File: config.mk
export PLATFORM = sky130hd
export DESIGN_NAME = dec2bin_seq
export DESIGN_NICKNAME = d
export VERILOG_FILES = /design/src/rtl/dec2bin_seq_pkg.sv /design/src/rtl/dec2bin_seq_bcd_sub3.sv /design/src/rtl/dec2bin_seq.sv
export SDC_FILE = /design/constraint.sdc
export NUM_CORES = 1
export LEC_CHECK = 0
export ABC_AREA = 1
export CORE_ASPECT_RATIO = 1.4
export CORE_UTILIZATION = 40
export DETAILED_ROUTE_END_ITERATION = 6
export PLACE_DENSITY = 0.69
export SYNTH_ARGS = -nofsm -noshare
export SYNTH_HDL_FRONTEND = slang
export SYNTH_SLANG_ARGS = --single-unit
File: constraint.sdc
create_clock -name iCLK -period 2 [get_ports iCLK]
set_input_delay 0.2 -clock iCLK [delete_from_list [all_inputs] [get_ports iCLK]]
set_output_delay 0.2 -clock iCLK [all_outputs]
set_load 0.02 [all_outputs]
File: src/rtl/dec2bin_seq_pkg.sv
// Shared constants and state encoding for the sequential BCD-to-binary converter.
// Used by dec2bin_seq and its per-digit correction cell bcd_sub3.
package dec2bin_seq_pkg;

    localparam int              BCD_DIGIT_W    = 4;
    localparam logic [3:0]      BCD_MAX_DIGIT  = 4'd9;
    localparam logic [3:0]      BCD_SUB_THRESH = 4'd8;

    typedef enum logic {
        ST_IDLE  = 1'b0,
        ST_SHIFT = 1'b1
    } state_t;

    function automatic logic digit_invalid(input logic [BCD_DIGIT_W-1:0] d);
        return d > BCD_MAX_DIGIT;
    endfunction

endpackage

File: src/rtl/dec2bin_seq_bcd_sub3.sv
// Reverse double-dabble correction for one BCD digit: subtract 3 when the digit is 8 or more.
// Purely combinational; instantiated once per digit by dec2bin_seq.
module bcd_sub3
    import dec2bin_seq_pkg::*;
(
    input  logic [BCD_DIGIT_W-1:0] din,
    output logic [BCD_DIGIT_W-1:0] dout
);

    assign dout = (din >= BCD_SUB_THRESH) ? din - BCD_DIGIT_W'(3) : din;

endmodule

File: src/rtl/dec2bin_seq.sv
// Sequential BCD-to-binary converter (reverse double dabble), one bit per clock.
// Optional invalid-digit detection is enabled by defining DEC2BIN_DIGIT_CHECK_EN.
module dec2bin_seq
    import dec2bin_seq_pkg::*;
#(
    parameter int DIGITS = 6,
    parameter int BIN_W  = 20
) (
    input  logic                          iCLK,
    input  logic                          iRST,
    input  logic                          iStart,
    input  logic [BCD_DIGIT_W*DIGITS-1:0] iBCD,
    output logic                          oBusy,
    output logic                          oDone,
    output logic [BIN_W-1:0]              oData,
    output logic                          oErr
);

    localparam int              BCD_W     = BCD_DIGIT_W * DIGITS;
    localparam int              SREG_W    = BCD_W + BIN_W;
    localparam int              CNT_W     = $clog2(BIN_W + 1);
    localparam logic [CNT_W-1:0] LAST_STEP = CNT_W'(BIN_W - 1);

    state_t            state, state_next;
    logic [SREG_W-1:0] sreg;
    logic [SREG_W-1:0] shifted;
    logic [BCD_W-1:0]  corr_bcd;
    logic [SREG_W-1:0] stepped;
    logic [CNT_W-1:0]  cnt;
    logic              accept;
    logic              last_step;
    logic              err_flag;

    // One iteration: shift the whole register right, then correct every BCD digit.
    assign shifted = sreg >> 1;

    for (genvar g = 0; g < DIGITS; g++) begin : g_digit
        bcd_sub3 u_sub3 (
            .din  (shifted[BIN_W + g*BCD_DIGIT_W +: BCD_DIGIT_W]),
            .dout (corr_bcd[g*BCD_DIGIT_W +: BCD_DIGIT_W])
        );
    end

    assign stepped   = {corr_bcd, shifted[BIN_W-1:0]};
    assign accept    = (state == ST_IDLE) && iStart;
    assign last_step = (state == ST_SHIFT) && (cnt == LAST_STEP);

    always_ff @(posedge iCLK) begin
        if (iRST) state <= ST_IDLE;
        else      state <= state_next;
    end

    // NOTE: combinational blocks use blocking '=' with a default first, so no latch is inferred.
    always_comb begin
        state_next = state;
        unique case (state)
            ST_IDLE:  if (iStart) state_next = ST_SHIFT;
            ST_SHIFT: if (cnt == LAST_STEP) state_next = ST_IDLE;
            default:  state_next = ST_IDLE;
        endcase
    end

    always_comb begin
        oBusy = (state == ST_SHIFT);
    end

    // NOTE: sequential state uses non-blocking '<='; sreg is reset too so a restart never sees stale bits.
    always_ff @(posedge iCLK) begin
        if (iRST) begin
            sreg  <= '0;
            cnt   <= '0;
            oDone <= 1'b0;
            oData <= '0;
        end else begin
            oDone <= 1'b0;
            if (accept) begin
                sreg <= {iBCD, {BIN_W{1'b0}}};
                cnt  <= '0;
            end else if (state == ST_SHIFT) begin
                sreg <= stepped;
                cnt  <= cnt + 1'b1;
                if (last_step) begin
                    oDone <= 1'b1;
                    oData <= err_flag ? '0 : stepped[BIN_W-1:0];
                end
            end
        end
    end

`ifdef DEC2BIN_DIGIT_CHECK_EN
    logic bad_in;

    always_comb begin
        bad_in = 1'b0;
        for (int i = 0; i < DIGITS; i++) begin
            bad_in = bad_in | digit_invalid(iBCD[i*BCD_DIGIT_W +: BCD_DIGIT_W]);
        end
    end

    // The flag travels with the operand; oErr is updated only when a result is published.
    always_ff @(posedge iCLK) begin
        if (iRST) begin
            err_flag <= 1'b0;
            oErr     <= 1'b0;
        end else begin
            if (accept)    err_flag <= bad_in;
            if (last_step) oErr     <= err_flag;
        end
    end
`else
    assign err_flag = 1'b0;
    assign oErr     = 1'b0;
`endif

endmodule

Yosys cells after proc, flatten, opt, wreduce, memory -nomap -nowiden
Index checks and enable logic that the tools add are counted.
- add/sub/neg operators: 7
- $lt $le $gt $ge: 6
- equal/unequal tests: 1
- muxes and demuxes: 12
- bitwise operators: 2
- reductions and logical operators: 6
- operators with widths (operator ; number):
    $mux W44 ; 2
    $mux W4 ; 6
    $ge A4 B4 Y1 const B ; 5
    $sub A4 B2 Y4 const B ; 5
    $add A5 B1 Y5 const B ; 1
    $eq A5 B5 Y1 const B ; 1
    $ge A3 B4 Y1 const B ; 1
    $sub A3 B2 Y4 const B ; 1
    $mux W1 ; 3
    $reduce_and A3 Y1 ; 1
    $reduce_or A3 Y1 ; 1
    $logic_and A1 B1 Y1 ; 2
    $not A1 Y1 ; 2
    $pmux W1 S2 ; 1
    $reduce_bool A2 Y1 ; 1
    $reduce_or A2 Y1 ; 1
- register bits after elaboration: 71
- input bits: 27
- output and inout bits: 23
- word-level logic and storage cells: 40

Logic depth before layout (Yosys ltp)
Gate-level depths: netlist (run 1).
- word-level depth: 4
- mapped depth: 8
- mapped depth without buffers: 7

Modules after synthesis
Synthesis (run 1) repeated with hierarchy kept, for this count alone.
- cell total of the unflattened synthesis: 495
- area total of the unflattened synthesis: 3379.5 um^2
- modules (own cells, without submodules) (module ; instances ; cells each ; area an instance (um^2) ; seq. area each (um^2)):
    dec2bin_seq ; 1 ; 399 ; 2846.5 ; 1401.3
    bcd_sub3 ; 6 ; 16 ; 88.8 ; 0.0

Worst setup path after synthesis (run 1)
Ideal clock, no wire load.
- kind: reg2reg
- start point: reg state (netlist: oBusy)
- end point: reg oData[10]
- arrival time: 1157 ps
- setup slack: 731 ps
- cell stages (with the launch flop): 8
- clock period less this slack: 1269 ps
- cell sequence: dfxtp_1 > buf_4 > nand2_2 > nor2_2 > nand2_2 > buf_2 > nand3_1 > nand2_1
- cells in the longest elaborated chain, start to end: 4
- elaborated cells on any way between the ends: 5
- classes of those cells: 2 x bitwise; 3 x reduce/logical
- ends and longest elaborated chain (element ; RTL line ; text):
    from (decl) ; dec2bin_seq.sv:24 ; state_t state, state_next;
    from (signal assigned) ; dec2bin_seq.sv:50 ; else state <= state_next;
    $not A1 Y1 (no source line) ; -- ;
    $logic_and A1 B1 Y1 ; dec2bin_seq.sv:45 ; assign accept = (state == ST_IDLE) && iStart;
    $not A1 Y1 (no source line) ; -- ;
    $reduce_and A3 Y1 (no source line) (*) ; -- ;
    to (signal assigned) ; dec2bin_seq.sv:84 ; oData <= err_flag ? '0 : stepped[BIN_W-1:0];
    to (decl) ; dec2bin_seq.sv:15 ; output logic [BIN_W-1:0] oData,
Every way passes the cells marked *; elsewhere a longest branch is shown, timed or not.
A chain may end at the register's enable or synchronous reset.

Final worst setup path (run 1)
- start point: reg state (netlist: oBusy)
- end point: reg oData[0]
The elaborated chain is that of the path after synthesis.

==> results of run 1 <==
-- layout make-up --
class | instances | area, um^2 | area share
clock buffers | 10 | 127.6 | 0.03255
clock inverters | 6 | 86.33 | 0.02202
flip-flops and latches | 70 | 1403 | 0.3577
repair buffers | 57 | 548.0 | 0.1398
multi-input cells | 323 | 1459 | 0.3720
well taps | 100 | 125.1 | 0.03191
inverters | 46 | 172.7 | 0.04403
-- state kept, by name, summed over array words and instances, names as in the netlist --
name	cells
sreg	43
oData	20
cnt	5
oBusy	1
oDone	1
-- worst min-delay path, stage by stage --
cell	delay (ps)
clkdlybuf4s50_1	400
nand2_1	60
a21oi_1	50
-- power by group through the flow --
stage	sequential (W)	clock [W]	combinational (W)
3_5_place_dp	0.00151	0	0.000299
4_1_cts	0.00147	0.00126	0.000302
3_3_place_gp	0.00150	0	0.000294
5_1_grt	0.00148	0.00133	0.000344
6_report	0.00147	0.00123	0.000299
2_1_floorplan	0.00149	0	0.000200
-- layout by cell type (no fill, tap or decap) --
cell	instances
nand2_1	166
dfxtp_1	69
nand3_1	48
clkdlybuf4s50_1	48
inv_1	43
nor2_1	38
a21oi_1	38
o21ai_0	12
ha_1	11
clkbuf_8	9
buf_4	9
nor3_1	4
inv_2	3
nor2_4	2
nand2_2	2
clkinv_2	2
bufinv_16	2
nor2_2	1
conb_1	1
clkbuf_1	1
clkinvlp_4	1
clkinv_4	1
dfxtp_2	1
-- per-layer routing --
metal  global-route usage  share of wire  wire [um]  vias to the layer above
met5                    0              0          0                        -
met2               0.3211           0.48       3366                       56
li1                     -              -          -                     1520
met3              0.05191          0.051        360                        7
met4              0.05930          0.012         82                        0
met1               0.2096           0.46       3217                     1284
-- cell families after synthesis --
kind of cell,Yosys count,synth area share
AO/OA/AOI/OAI,50,0.07915
adder cells (fa/ha/maj),11,0.04353
buffers and inverters,70,0.09537
flip-flops,70,0.4432
other,1,0.001186
AND/OR/NAND/NOR,261,0.3376
-- metrics by stage --
stage / util / setup WS, ps / total power [W] / hold WS (ps) / instances
final: 0.5091 / 376.7 / 0.003004 / 405.1 / 612
after CTS: 0.5091 / 357.7 / 0.003035 / 399.5 / 612
after floorplan: - / 730.9 / 0.001693 / 342.9 / 463
after global placement: 0.4813 / 346.8 / 0.001798 / 448.6 / 596
after global routing: 0.5091 / 209.0 / 0.003153 / 427.1 / 612
after detailed placement: 0.4813 / 290.4 / 0.001804 / 458.6 / 596
-- worst paths after layout --
check             endpoint  slack [ps]  cells past startpoint
setup / recovery  oData[0]         380                      7
hold / removal    sreg[43]         410                      3
setup reg to reg  oData[0]         380                      7
hold reg to reg    sreg[1]         470                      2
==> flow_metrics.env, run 1 <==
export IMPL_cts_hold_buf=0
export IMPL_worst_slew_pin_slew_ps=961.3
export IMPL_power_switching_w=0.0007463
export IMPL_netlist_area_um2=3162
export IMPL_wire_per_inst_um=11.48
export IMPL_vias=2867
export IMPL_skew_ps=5.720
export IMPL_cpMaxStageDelayCell="dfxtp_2"
export IMPL_slew_limit_headroom=0.3585
export IMPL_grt_pass1_wl_um=12030
export IMPL_hold_path_startpoint="iBCD[23]"
export IMPL_grt_start_max_net_pins=32
export IMPL_ant_nets=0
export IMPL_ys_warn_count=0
export IMPL_clock_path_buffers=2
export IMPL_overflow=0
export IMPL_cp_end_kind="flip-flop"
export IMPL_die_height_um=107.2
export IMPL_cpPeakStageDelay_ps=370
export IMPL_crit_path_start="oBusy"
export IMPL_hp_class="primary input to flip-flop"
export IMPL_status="complete, no violations"
export IMPL_synth_most_common_cell="nand2_1"
export IMPL_grt_pass1_vias=2789
export IMPL_setup_tns_final_ps=0
export IMPL_htree_levels=3
export IMPL_synthTopCellsByArea="dfxtp_1 44%, nand2_1 20%, nand3_1 7.6%"
export IMPL_synth_avg_cell_area_um2=6.829
export IMPL_synth_top_area_share=0.4432
export IMPL_grt_antenna_before_repair=0
export IMPL_track_usage=0.1822
export IMPL_clk_latency_ps=350
export IMPL_placed_area_um2=3707
export IMPL_synth_edf_count=0
export IMPL_crit_family="simple AND/OR/NAND/NOR gates"
export IMPL_clk_pin_slew_ps=70
export IMPL_io_buffers=48
export IMPL_drive_gt1_frac=0.06445
export IMPL_cp_arrival_ps=1910
export IMPL_cts_buffers=9
export IMPL_crit_buf_inv=1
export IMPL_power_frac_clock=0.410
export IMPL_timing_fmax_mhz=616.0
export IMPL_dieArea_um2=8269
export IMPL_syn_to_final_growth_pct=24.02
export IMPL_worstPathCellList="buf_4 -> nand2_2 -> nor2_2 -> nand2_2 -> nor2_4 -> nand2_1 -> nand2_1"
export IMPL_cts_resized=0
export IMPL_p_leak_nw=1.674
export IMPL_drt_first_pass_iters=6
export IMPL_setup_violations=0
export IMPL_diodes=0
export IMPL_finalWirelength_um=7027
export IMPL_synthArstFlopShare=0
export IMPL_maxCapViolCount=0
export IMPL_fin_area_um2=3921
export IMPL_yosys_area_top_type="dfxtp_1"
export IMPL_p_int_w=0.002258
export IMPL_ys_ff_latch=70
export IMPL_crit_required_ps=2290
export IMPL_nets=545
export IMPL_drt_initial_drc_count=120
export IMPL_reg2reg_from="oBusy"
export IMPL_top_level_ports=50
export IMPL_synth_cells=463
export IMPL_rsz0062_at_grt="false"
export IMPL_cts_sinks=70
export IMPL_ys_seq_area_frac=0.4432
export IMPL_ys_flop_type="dfxtp_1"
export IMPL_p_per_area_nw_per_um2=766.1
export IMPL_period_minus_slack_ps=1623
export IMPL_synth_distinct_cells=18
export IMPL_maxSlewViolCount=0
export IMPL_peakVddDrop_mv=0.6445
export IMPL_die_x_um=77.14
export IMPL_p_sw_frac=0.2484
export IMPL_syn_num_nets=501
export IMPL_core_um2=7702
export IMPL_initial_core_util=0.4105
export IMPL_routabilityCongestion=0.7891
export IMPL_drc=0
export IMPL_period_share=0.8117
export IMPL_post_cts_buffers=0
export IMPL_crit_fanout=23
export IMPL_post_dp_hpwl_um=4772
export IMPL_ys_top_cells_by_count="166 x nand2_1, 70 x dfxtp_1, 48 x nand3_1"
export IMPL_hold_viol_final=0
export IMPL_cts_tree="built"
export IMPL_nFillCells=780
export IMPL_clockRootBuffer="clkbuf_8"
export IMPL_seqPwrFrac=0.490
export IMPL_vias_per_cell=4.685
export IMPL_pwr_share_comb=0.100
export IMPL_rows=38
export IMPL_crit_path_start_kind="flip-flop"
export IMPL_path_class="flip-flop to flip-flop"
No activity file was read; power rests on OpenSTA's default activity.
==> run 2, diff against run 1 <==
==> constraint.sdc (replaced) <==
create_clock -name iCLK -period 1.6 [get_ports iCLK]
set_input_delay 0.16 -clock iCLK [delete_from_list [all_inputs] [get_ports iCLK]]
set_output_delay 0.16 -clock iCLK [all_outputs]
set_load 0.02 [all_outputs]
==> run 2 against run 1 <==
Setup slack worse by 270 ps. Clock skew fell by 0.63 ps. Combinational power up 25%. Register-to-register slack got worse by 170 ps. Hold slack better by 23 ps. Die area stayed put. Critical path depth is 6 lower. Clock power grew 38%. Critical endpoint is now oData[19]. Largest cell class unchanged. Largest power group unchanged.
==> flow_metrics.env, run 2 (synthesis results as in run 1) <==
export IMPL_dieArea_um2=8269
export IMPL_path_class="flip-flop to output pin"
export IMPL_cp_end_kind="output pin"
export IMPL_p_sw_frac=0.2425
export IMPL_syn_to_final_growth_pct=25.09
export IMPL_final_cell_mix="166 x nand2_1, 69 x dfxtp_1, 48 x nand3_1"
export IMPL_crit_required_ps=1440
export IMPL_vias_per_cell=4.886
export IMPL_cts_hold_buf=0
export IMPL_top_level_ports=50
export IMPL_crit_family="buffers and inverters"
export IMPL_hold_viol_final=0
export IMPL_critical_path_depth=1
export IMPL_initial_core_util=0.4105
export IMPL_grt_start_max_net_pins=31
export IMPL_grt_pass1_wl_um=12730
export IMPL_overflow=0
export IMPL_rsz0062_at_grt="false"
export IMPL_maxSlewViolCount=0
export IMPL_final_common_cell="nand2_1"
export IMPL_post_cts_buffers=0
export IMPL_clock_path_buffers=2
export IMPL_fin_area_um2=3955
export IMPL_cpPeakStageDelay_ps=620
export IMPL_crit_path_start_kind="flip-flop"
export IMPL_drc=0
export IMPL_p_per_area_nw_per_um2=991.9
export IMPL_die_x_um=77.14
export IMPL_power_switching_w=0.0009515
export IMPL_crit_buf_inv=1
export IMPL_hold_depth=3
export IMPL_finalCoreUtilization=0.5135
export IMPL_placed_cells=596
export IMPL_rows=38
export IMPL_timing_fmax_mhz=668.9
export IMPL_crit_path_start="oData[19]"
export IMPL_wire_per_inst_um=12.33
export IMPL_grt_antenna_before_repair=0
export IMPL_clockRootBuffer="clkbuf_8"
export IMPL_wl_met3_um=407
export IMPL_cts_sinks=70
export IMPL_clk_pin_slew_ps=70
export IMPL_cts_buffers=9
export IMPL_hp_class="primary input to flip-flop"
export IMPL_die_height_um=107.2
export IMPL_grt_pass1_vias=2891
export IMPL_cts_tree="built"
export IMPL_drt_first_pass_iters=4
export IMPL_critPathCapture="oData[19]"
export IMPL_crit_fanout=2
export IMPL_skew_ps=5.094
export IMPL_placed_area_um2=3707
export IMPL_finalWirelength_um=7547
export IMPL_ant_nets=0
export IMPL_instances_no_fill=612
export IMPL_io_buffers=48
export IMPL_routabilityCongestion=0.8251
export IMPL_diodes=0
export IMPL_htree_levels=3
export IMPL_p_int_w=0.002972
export IMPL_vias=2990
export IMPL_drt_initial_drc_count=130
export IMPL_met1_length_um=3246
export IMPL_period_share=0.9344
export IMPL_p_leak_nw=1.688
export IMPL_wl_met2_um=3788
export IMPL_core_um2=7702
export IMPL_reg2reg_from="oBusy"
export IMPL_nets=546
export IMPL_finalWorstSetupSlack_ps=104.9
export IMPL_top_layer_used="met4"
export IMPL_dp_slack_ps=77.03
export IMPL_drive_gt1_frac=0.06641
export IMPL_power_frac_clock=0.434
export IMPL_largest_reg_flops=43
export IMPL_pwr_share_comb=0.095
export IMPL_track_usage=0.1928
export IMPL_setup_violations=0
export IMPL_cp_arrival_ps=1340
export IMPL_cpMaxStageDelayCell="clkdlybuf4s50_1"
export IMPL_clk_latency_ps=350
export IMPL_reg2reg_depth=4
export IMPL_status="complete, no violations"
export IMPL_r2r_end="sreg[13]"
export IMPL_ff2ff_setup_slack_ps=210
export IMPL_setup_tns_final_ps=0
export IMPL_period_minus_slack_ps=1495
export IMPL_post_dp_hpwl_um=5072
export IMPL_reg_top3="sreg (43), oData (20), cnt (5)"
export IMPL_regMostFlops="sreg"
export IMPL_maxCapViolCount=0
export IMPL_worstPathCellList="clkdlybuf4s50_1"
export IMPL_peakVddDrop_mv=0.6105
export IMPL_seqPwrFrac=0.471
export IMPL_nFillCells=767
-- run 2: tightest hold or removal path: stages --
cell             delay, ps
clkdlybuf4s50_1        420
nand2_1                 80
a21oi_1                 60
-- run 2: how the worst min path moves through the flow --
| stage | from | slack (ps) | end |
|---|---|---|---|
| after floorplan | iBCD[23] | 300 | sreg[43] |
| after global placement | sreg[43] | 460 | sreg[43] |
| after detailed placement | sreg[9] | 460 | oData[8] |
| after CTS | iBCD[23] | 430 | sreg[43] |
| after global routing | iBCD[23] | 440 | sreg[43] |
| final | iBCD[23] | 430 | sreg[43] |
-- run 2: routing by layer --
| metal | GRT usage | up-vias |
|---|---|---|
| li1 | - | 1517 |
| met1 | 0.2142 | 1395 |
| met2 | 0.3502 | 69 |
| met3 | 0.05447 | 9 |
| met4 | 0.06065 | 0 |
| met5 | 0 | - |
-- run 2: through the flow --
step | power [W] | hold WS [ps]
after floorplan | 0.002117 | 302.9
after global placement | 0.002251 | 455.4
after detailed placement | 0.002263 | 457.0
after CTS | 0.003959 | 433.8
after global routing | 0.004092 | 444.7
final | 0.003923 | 428.6
-- run 2: area by class of cell --
type | instances | area [um^2] | share of cell area
Multi-Input combinational cell | 324 | 1470 | 0.3717
Clock buffer | 9 | 123.9 | 0.03132
Timing Repair Buffer | 57 | 546.8 | 0.1382
Inverter | 46 | 172.7 | 0.04366
Clock inverter | 6 | 111.4 | 0.02816
Tap cell | 100 | 125.1 | 0.03164
Sequential cell | 70 | 1405 | 0.3553
-- run 2: power by group through the flow --
stage                     clock (W)  combinational, W  sequential (W)
after floorplan                   0          0.000249         0.00187
after global placement            0          0.000364         0.00189
after detailed placement          0          0.000373         0.00189
after CTS                   0.00174          0.000375         0.00185
after global routing        0.00181          0.000428         0.00186
final                       0.00170          0.000373         0.00185
-- run 2: timing repair --
action	CTS	global route
setup endpoints to repair	1	4
pin swaps	0	0
hold endpoints to repair	0	0
resized for setup	2	1
cloned	0	1
==> run 3, diff against run 2 <==
--- a/config.mk
+++ b/config.mk
@@ -7,9 +7,10 @@
 export LEC_CHECK = 0
 export ABC_AREA = 1
 export CORE_ASPECT_RATIO = 1.4
+export CORE_MARGIN = 5
 export CORE_UTILIZATION = 40
 export DETAILED_ROUTE_END_ITERATION = 6
-export PLACE_DENSITY = 0.69
+export PLACE_DENSITY = 0.71
 export SYNTH_ARGS = -nofsm -noshare
 export SYNTH_HDL_FRONTEND = slang
 export SYNTH_SLANG_ARGS = --single-unit
==> constraint.sdc (replaced) <==
create_clock -name iCLK -period 1.33 [get_ports iCLK]
set_input_delay 0.133 -clock iCLK [delete_from_list [all_inputs] [get_ports iCLK]]
set_output_delay 0.133 -clock iCLK [all_outputs]
set_load 0.02 [all_outputs]
==> run 3 against run 2 <==
The flow now finishes with violations (negative setup slack). Setup slack lost 140 ps. Sequential power grew 20%. Core utilization grew 2.7 points. Critical path depth grew 8. Hold slack lost 69 ps.
==> flow_metrics.env, run 3 (synthesis results as in run 1) <==
export IMPL_routabilityCongestion=0.8209
export IMPL_diodes=0
export IMPL_io_buffers=48
export IMPL_initial_core_util=0.4080
export IMPL_skew_ps=6.188
export IMPL_p_sw_frac=0.2370
export IMPL_worstPathCellList="ha_4 -> nand2_4 -> nor2_4 -> nand2_4 -> buf_8 -> nor2_4 -> buf_12 -> nand2_1 -> nand2_1"
export IMPL_rows=38
export IMPL_clk_latency_ps=330
export IMPL_maxCapViolCount=0
export IMPL_instances_no_fill=629
export IMPL_clockRootBuffer="clkbuf_8"
export IMPL_drc=0
export IMPL_period_share=1.025
export IMPL_final_cell_mix="164 x nand2_1, 67 x dfxtp_1, 45 x nand3_1"
export IMPL_cpPeakStageDelay_ps=370
export IMPL_seq_area_um2=1410
export IMPL_finalCoreUtilization=0.5405
export IMPL_maxSlewViolCount=0
export IMPL_crit_family="simple AND/OR/NAND/NOR gates"
export IMPL_ant_nets=0
export IMPL_setup_violations=11
export IMPL_clk_pin_slew_ps=70
export IMPL_grt_antenna_before_repair=0
export IMPL_crit_path_start_kind="flip-flop"
export IMPL_violations="negative setup slack"
export IMPL_reg2reg_depth=9
export IMPL_cpMaxStageDelayCell="dfxtp_4"
export IMPL_die_x_um=85.14
export IMPL_path_class="flip-flop to flip-flop"
export IMPL_drt_initial_drc_count=113
export IMPL_crit_buf_inv=2
export IMPL_setup_tns_final_ps=-185.6
export IMPL_grt_start_max_net_pins=26
export IMPL_clock_path_buffers=2
export IMPL_largest_reg_flops=43
export IMPL_top_level_ports=50
export IMPL_cp_arrival_ps=1640
export IMPL_wire_per_inst_um=13.06
export IMPL_ff2ff_setup_slack_ps=-30
export IMPL_vias=3058
export IMPL_syn_to_final_growth_pct=32.49
export IMPL_drive_gt1_frac=0.1115
export IMPL_cts_tree="built"
export IMPL_multiInputGateArea_um2=1531
export IMPL_status="finished with violations"
export IMPL_hp_class="primary input to flip-flop"
export IMPL_die_height_um=115.2
export IMPL_seqPwrFrac=0.482
export IMPL_peakVddDrop_mv=0.7963
export IMPL_htree_levels=3
export IMPL_core_um2=7750
export IMPL_r2r_end="oData[0]"
export IMPL_pwr_share_comb=0.104
export IMPL_track_usage=0.1671
export IMPL_cts_sinks=70
export IMPL_p_leak_nw=1.929
export IMPL_power_switching_w=0.001091
export IMPL_grt_pass1_wl_um=13410
export IMPL_rsz0062_at_grt="true"
export IMPL_timing_fmax_mhz=733.5
export IMPL_hold_depth=3
export IMPL_cts_buffers=9
export IMPL_crit_required_ps=1610
export IMPL_p_per_area_nw_per_um2=1099
export IMPL_dieArea_um2=9808
export IMPL_nets=563
export IMPL_crit_fanout=11
export IMPL_period_minus_slack_ps=1363
export IMPL_hold_viol_final=0
export IMPL_regMostFlops="sreg"
export IMPL_final_common_cell="nand2_1"
export IMPL_drt_first_pass_iters=4
export IMPL_p_int_w=0.003511
export IMPL_grt_pass1_vias=3020
export IMPL_power_frac_clock=0.414
export IMPL_vias_per_cell=4.862
export IMPL_min_to="sreg[43]"
export IMPL_nFillCells=744
export IMPL_reg_top3="sreg (43), oData (20), cnt (5)"
export IMPL_hold_path_startpoint="iBCD[23]"
export IMPL_finalWorstSetupSlack_ps=-33.25
export IMPL_placed_cells=604
export IMPL_overflow=0
export IMPL_cp_end_kind="flip-flop"
export IMPL_finalWirelength_um=8215
export IMPL_reg2reg_from="cnt[0]"
export IMPL_post_dp_hpwl_um=5270
export IMPL_cts_hold_buf=0
run 3: changes by cell type in the layout (fill, tap and decap cells not counted), moves of 3 or more:
cell / delta
buf_12: +3
buf_4: +9
clkdlybuf4s50_1: -21
dlygate4sd2_1: +21
nand3_1: -3
nand3_2: +3
run 3: final cells by class:
| class | instances | area share |
|---|---|---|
| clock buffer | 12 | 0.03704 |
| clock inverter | 3 | 0.01613 |
| inverter | 46 | 0.04182 |
| multi-input combinational | 325 | 0.3656 |
| sequential | 70 | 0.3366 |
| tap | 100 | 0.02987 |
| timing repair buffer | 73 | 0.1729 |
run 3: worst max-delay path by stage:
stage                     cells after the start        end    from  slack (ps)
after CTS                                     8  oData[19]  cnt[0]        -0.6
after global placement                        6    sreg[7]  iStart        -100
after global routing                          9   oData[0]  cnt[0]         -90
final                                         9   oData[0]  cnt[0]         -30
after detailed placement                      6   sreg[14]  iStart        -140
after floorplan                               7  oData[10]   oBusy          60
run 3: layer usage:
layer	vias to the layer above	GRT usage	part of all wire	wire (um)
met5	-	0	0	0
met4	0	0.07497	0.029	235
met3	19	0.04731	0.051	417
met2	88	0.2848	0.50	4141
met1	1401	0.1940	0.42	3421
li1	1550	-	-	-
run 3: power by group through the flow:
stage	clock network, W	registers, W	logic [W]
2_1_floorplan	0	0.00225	0.000300
3_3_place_gp	0	0.00226	0.000461
3_5_place_dp	0	0.00227	0.000472
4_1_cts	0.00196	0.00222	0.000478
5_1_grt	0.00205	0.00223	0.000544
6_report	0.00190	0.00222	0.000480
run 3: timing repair:
action,CTS,global route
gates cloned,2,2
buffers inserted,4,2
resized for setup,34,12
pin swaps,2,7
endpoints found under the setup margin,43,49
run 3: worst min-delay path: stages:
cell and delay (ps):
clkdlybuf4s50_1 400, nand2_1 70, a21oi_1 50
run 3: stage by stage:
| stage | power [W] | setup slack [ps] | hold slack [ps] | cell area (um^2) |
|---|---|---|---|---|
| after floorplan | 0.002546 | 60.88 | 275.9 | 3162 |
| after global placement | 0.002723 | -99.01 | 449.9 | 3767 |
| after detailed placement | 0.002738 | -139.6 | 443.3 | 3767 |
| after CTS | 0.004658 | -0.5682 | 344.0 | 4079 |
| after global routing | 0.004827 | -94.68 | 375.8 | 4189 |
| final | 0.004602 | -33.25 | 359.7 | 4189 |
